`src/rtl/tmds_channel_decoder.sv`:
```
// Receive-side TMDS channel decoder: bit-boundary search on control tokens,
// 8b/10b data and 2b control decode, and lock tracking in the pixel clock domain.
module tmds_channel_decoder #(
    parameter int search_window = 1024,
    parameter int lock_run      = 8,
    parameter int lost_timeout  = 4096
) (
    input  logic       clk,
    input  logic       rst_n,
    input  logic [9:0] symbol_in,
    output logic [7:0] data,
    output logic [1:0] ctrl,
    output logic       de,
    output logic       locked,
    output logic [3:0] offset
);

    localparam int WIN_W = (search_window > 2) ? $clog2(search_window) : 1;
    localparam int RUN_W = $clog2(lock_run + 1);
    localparam int TMO_W = (lost_timeout > 2) ? $clog2(lost_timeout) : 1;

    typedef enum logic {
        ST_SEARCH = 1'b0,
        ST_LOCKED = 1'b1
    } state_t;

    // Returns {is_token, c1, c0}; all-zero for a data symbol.
    function automatic logic [2:0] tok_lookup(input logic [9:0] q);
        case (q)
            10'b1101010100: return {1'b1, 2'b00};
            10'b0010101011: return {1'b1, 2'b01};
            10'b0101010100: return {1'b1, 2'b10};
            10'b1010101011: return {1'b1, 2'b11};
            default:        return 3'b000;
        endcase
    endfunction

    function automatic logic [7:0] tmds_data(input logic [9:0] q);
        logic [7:0] d;
        logic [7:0] o;
        d    = q[9] ? ~q[7:0] : q[7:0];
        o    = 8'h00;
        o[0] = d[0];
        for (int i = 1; i < 8; i++) begin
            o[i] = q[8] ? (d[i] ^ d[i-1]) : ~(d[i] ^ d[i-1]);
        end
        return o;
    endfunction

    state_t           r_state;
    state_t           w_state_nxt;
    logic [9:0]       r_raw;
    logic [9:0]       r_aligned;
    logic [3:0]       r_offset;
    logic [RUN_W-1:0] r_run;
    logic [WIN_W-1:0] r_win;
    logic [TMO_W-1:0] r_tmo;
    logic [7:0]       r_data;
    logic [1:0]       r_ctrl;
    logic             r_de;
    logic             r_locked;

    logic [19:0]      w_window;
    logic [9:0]       w_aligned_nxt;
    logic [2:0]       w_tok;
    logic             w_is_tok;
    logic [7:0]       w_dec;
    logic [3:0]       w_offset_nxt;
    logic [RUN_W-1:0] w_run_nxt;
    logic [WIN_W-1:0] w_win_nxt;
    logic [TMO_W-1:0] w_tmo_nxt;

    assign w_window = {symbol_in, r_raw};
    assign w_tok    = tok_lookup(r_aligned);
    assign w_is_tok = w_tok[2];
    assign w_dec    = tmds_data(r_aligned);

    // Bit-offset mux: older word supplies bits offset..9, newer word the rest.
    always_comb begin
        w_aligned_nxt = r_raw;
        case (r_offset)
            4'd0:    w_aligned_nxt = w_window[9:0];
            4'd1:    w_aligned_nxt = w_window[10:1];
            4'd2:    w_aligned_nxt = w_window[11:2];
            4'd3:    w_aligned_nxt = w_window[12:3];
            4'd4:    w_aligned_nxt = w_window[13:4];
            4'd5:    w_aligned_nxt = w_window[14:5];
            4'd6:    w_aligned_nxt = w_window[15:6];
            4'd7:    w_aligned_nxt = w_window[16:7];
            4'd8:    w_aligned_nxt = w_window[17:8];
            4'd9:    w_aligned_nxt = w_window[18:9];
            default: w_aligned_nxt = r_raw;
        endcase
    end

    // Next-state logic: lock on a token run, otherwise slide offset at window expiry.
    always_comb begin
        w_state_nxt  = r_state;
        w_offset_nxt = r_offset;
        w_run_nxt    = r_run;
        w_win_nxt    = r_win;
        w_tmo_nxt    = r_tmo;
        case (r_state)
            ST_SEARCH: begin
                w_tmo_nxt = '0;
                if (w_is_tok && (r_run == RUN_W'(lock_run - 1))) begin
                    w_state_nxt = ST_LOCKED;
                    w_run_nxt   = '0;
                    w_win_nxt   = '0;
                end else if (r_win == WIN_W'(search_window - 1)) begin
                    w_offset_nxt = (r_offset == 4'd9) ? 4'd0 : (r_offset + 4'd1);
                    w_run_nxt    = '0;
                    w_win_nxt    = '0;
                end else begin
                    w_win_nxt = r_win + WIN_W'(1);
                    w_run_nxt = w_is_tok ? (r_run + RUN_W'(1)) : RUN_W'(0);
                end
            end
            ST_LOCKED: begin
                if (w_is_tok) begin
                    w_tmo_nxt = '0;
                end else if (r_tmo == TMO_W'(lost_timeout - 1)) begin
                    w_state_nxt = ST_SEARCH;
                    w_tmo_nxt   = '0;
                    w_run_nxt   = '0;
                    w_win_nxt   = '0;
                end else begin
                    w_tmo_nxt = r_tmo + TMO_W'(1);
                end
            end
            default: begin
                w_state_nxt = ST_SEARCH;
                w_run_nxt   = '0;
                w_win_nxt   = '0;
                w_tmo_nxt   = '0;
            end
        endcase
    end

    // State, counters and alignment pipeline.
    always_ff @(posedge clk or negedge rst_n) begin
        if (!rst_n) begin
            r_state   <= ST_SEARCH;
            r_raw     <= 10'd0;
            r_aligned <= 10'd0;
            r_offset  <= 4'd0;
            r_run     <= '0;
            r_win     <= '0;
            r_tmo     <= '0;
        end else begin
            r_state   <= w_state_nxt;
            r_raw     <= symbol_in;
            r_aligned <= w_aligned_nxt;
            r_offset  <= w_offset_nxt;
            r_run     <= w_run_nxt;
            r_win     <= w_win_nxt;
            r_tmo     <= w_tmo_nxt;
        end
    end

    // Registered outputs; decode is gated by the lock state seen this cycle.
    always_ff @(posedge clk or negedge rst_n) begin
        if (!rst_n) begin
            r_data   <= 8'h00;
            r_ctrl   <= 2'b00;
            r_de     <= 1'b0;
            r_locked <= 1'b0;
        end else begin
            r_locked <= (w_state_nxt == ST_LOCKED);
            if (r_state == ST_LOCKED) begin
                if (w_is_tok) begin
                    r_ctrl <= w_tok[1:0];
                    r_de   <= 1'b0;
                end else begin
                    r_data <= w_dec;
                    r_de   <= 1'b1;
                end
            end else begin
                r_de <= 1'b0;
            end
        end
    end

    assign data   = r_data;
    assign ctrl   = r_ctrl;
    assign de     = r_de;
    assign locked = r_locked;
    assign offset = r_offset;

endmodule

```
`config.mk`:
```
export PLATFORM = sky130hd
export DESIGN_NAME = tmds_channel_decoder
export DESIGN_NICKNAME = d
export VERILOG_FILES = /design/src/rtl/tmds_channel_decoder.sv
export SDC_FILE = /design/constraint.sdc
export NUM_CORES = 1
export LEC_CHECK = 0
export BUFFER_PORTS_ARGS = -buffer_cell sky130_fd_sc_hd__clkbuf_2
export CAP_MARGIN = 0
export CORE_ASPECT_RATIO = 1.5
export CORE_MARGIN = 2
export CORE_UTILIZATION = 30
export CTS_CLUSTER_DIAMETER = 200
export DETAILED_ROUTE_END_ITERATION = 12
export GPL_TIMING_DRIVEN = 0
export PLACE_DENSITY = 0.49
export SYNTH_ARGS = -nofsm -noshare
export SYNTH_HDL_FRONTEND = slang
export SYNTH_SLANG_ARGS = --single-unit
```
`constraint.sdc`:
```
create_clock -name clk -period 3 [get_ports clk]
set_clock_uncertainty 0.15 [all_clocks]
set_input_delay 0.15 -clock clk [delete_from_list [all_inputs] [get_ports clk]]
set_output_delay 0.15 -clock clk [all_outputs]
set_load 0.05 [all_outputs]
```
==> flow_summary.ini <==
[synthesis]
ys_types = 61
synth_ff_type = dfrtp_1
yosysSeqAreaShare_pct = 43.1
synthesis.area_mm2 = 0.00360
syn_area_per_cell_um2 = 9.43
ys_seq_elements = 62
syn_inst = 382
syn_nets = 397
async_flop_share_pct = 100
synth-edff-count = 0
yosysWarnings = 0

[timing]
slew_headroom_pct = 30.3
fmax_mhz = 368
tns_ns = 0
setup_violations = 0
fin_crit_sh_pct = 90.6
report.final.slew_viol_count = 0
hold_viol = 0
finalCriticalPeriod_ns = 2.72
worstMarginPinSlew_ns = 1.02
rsz0062_at_grt = no

[global_routing]
grt_usage_pct = 17.4
grt_pass1_wl_um = 17600
grt_max_degree = 63
grt_pass1_vias = 3313
antenna_found_initial = 0
gr-total-overflow = 0

[placed_design]
io_buffers = 27
dp.cells = 563
place_congestion = 0.941
hpwl_um = 7470

[setup_path]
cp-start-kind = flip-flop
worstPathMaxFanout = 10
cp-end-kind = flip-flop
required_ns = 3.10
worstPathArrival_ns = 2.82
cp.buffers_inverters = 3
cp_slowest_cell = buf_1
path_cells = clkbuf_1 -> buf_1 -> clkbuf_1 -> nand3_1 -> nand3_1 -> o311ai_0 -> a21oi_1
critPathTopFamily = buffers and inverters
reg2reg_slack_ns = 0.28
worst_path_largest_cell_delay_ns = 0.49
crit_type = reg -> reg

[pwr]
ir_drop_v = 0.000254
switching_share_pct = 22.7
cellLeakagePower_nw = 1.85
power_frac_comb_pct = 4.8
finalPower_w = 0.00210
clkPwrFrac_pct = 53.9
p_sw_w = 0.000478
seq_power_share_pct = 41.3
powerDensity_mw_per_mm2 = 479
p_int_w = 0.00163

[final_layout]
fillers = 1203
final_nets = 447
final-seq-area_mm2 = 0.00155
final_cell_mix = 62 x dfrtp_1, 34 x nand2_1, 33 x nor2_1
fin_util_pct = 37.1
area_delta_synth_final_pct = 22.0
multiInputGateArea_mm2 = 0.00193
drive_gt1_share_pct = 15.6
instances_no_fill = 590
diodes = 0
layout_commonest_cell = dfrtp_1

[floorplanning]
fp.coreArea_mm2 = 0.0118
ioPinCount = 28
initial_core_util_pct = 30.4
row_count = 49
dieArea_mm2 = 0.0129
die-width_um = 93.5
die-height_um = 138

[clocking]
clock-sinks = 62
clockRootBuffer = clkbuf_16
clockBufferDepth = 2
clkTransAtPathRegs_ns = 0.06
worstSkewPairLatency_ns = 0.33
htree_levels = 3
cts_tree = built
numCtsBuffers = 9

[status]
outcome = finished, final reports clean

[routing]
drc = 0
initialDrtViolationCount = 162
wl_um = 10700
vias_per_cell = 5.61
dr_wl_met2_um = 5290
routed.top_layer = met4
drtAntennaViolNets = 0
route.layer.met1.wl_um = 4330
met3_length_um = 606
first_pass_iters = 4
num_vias = 3311
wl_per_cell_um = 18.1

[job]
maxCapViolations = 0

[min_path]
hp-class = in -> async
-- registers in the layout, summed over array words and instances, names as in the netlist --
register,cells
r_raw,10
ctrl,2
de,1
r_tmo,12
r_win,10
offset,4
r_run,4
data,8
locked,1
r_aligned,10
-- power groups by stage --
stage	registers, W	logic, W	clock network (W)
floorplan	0.000877	0.0000423	0
global placement	0.000884	0.0000850	0
detailed placement	0.000883	0.0000903	0
CTS	0.000868	0.000102	0.00117
global route	0.000870	0.000111	0.00120
finish	0.000870	0.000100	0.00113
-- repair_timing --
action	in CTS	in global routing
hold buffers	11	0
endpoints found under the hold margin	72	0
gates resized for setup	0	0
setup buffers	0	0
-- cells in the mapped netlist (all sizes together) (4+ instances only) --
master / number / area (um2)
a211oi: 5 / 37.5
a21o: 5 / 37.5
a21oi: 26 / 141
a221o: 8 / 80.1
a22o: 6 / 52.6
a31oi: 5 / 31.3
and2: 5 / 31.3
and3: 5 / 31.3
buf: 4 / 20.0
clkbuf: 18 / 67.6
dfrtp: 62 / 1550
inv: 7 / 26.3
mux2: 11 / 124
mux2i: 6 / 60.1
nand2: 34 / 128
nand2b: 6 / 37.5
nand3: 16 / 90.1
nand4: 4 / 25.0
nor2: 33 / 124
nor2b: 7 / 43.8
nor3: 6 / 30.0
nor4: 5 / 31.3
o21ai: 16 / 80.1
o22ai: 7 / 43.8
or3: 4 / 35.0
xnor2: 15 / 131
xor2: 10 / 87.6
-- final cells by class --
cell class	instances	share of cell area, %
tap	153	4.36
clock buffer	9	5.13
sequential	62	35.3
clock inverter	7	2.25
multi-input combinational	290	44.0
timing repair buffer	39	6.27
inverter	8	0.684
buffer	22	1.99
-- per-layer routing --
metal	track usage, %	vias to the layer above
li1	-	1515
met1	21.3	1600
met2	28.3	153
met3	2.83	43
met4	10.9	0
met5	0	-
-- tightest hold or removal path: stages --
cell	delay, ns
dlygate4sd3_1	0.52
clkbuf_4	0.15
buf_16	0.27
-- metrics by stage --
step	area, um2	worst slack [ns]	hold WS (ns)
2_1_floorplan	3600	0.710	-0.296
3_3_place_gp	3930	0.324	0.113
3_5_place_dp	3960	0.392	0.0578
4_1_cts	4390	0.351	0.242
5_1_grt	4390	0.106	0.279
6_report	4390	0.283	0.224
-- worst paths after layout --
check / startpoint / endpoint / cells past startpoint
setup / recovery: offset[0]$_DFFE_PN0P_ / r_aligned[0]$_DFF_PN0_ / 7
hold / removal: rst_n / r_win[6]$_DFFE_PN0P_ / 3
setup reg to reg: offset[0]$_DFFE_PN0P_ / r_aligned[0]$_DFF_PN0_ / 7
hold reg to reg: data[7]$_DFFE_PN0P_ / data[7]$_DFFE_PN0P_ / 2
max in group asynchronous: rst_n / r_tmo[6]$_DFF_PN0_ / 3
min in group clk: symbol_in[9] / r_raw[9]$_DFF_PN0_ / 2
-- logic make-up (layout without fill, tap and decap cells) --
family	after synthesis	after routing	synth area share, %
compound gates	101	101	19.5
flops	62	62	43.1
buf+inv	30	85	3.27
xor+xnor	25	25	6.08
simple gates	142	142	20.7
mux	19	19	6.36
fa+ha+maj	3	3	1.04
(Power assumes the default switching activity.)
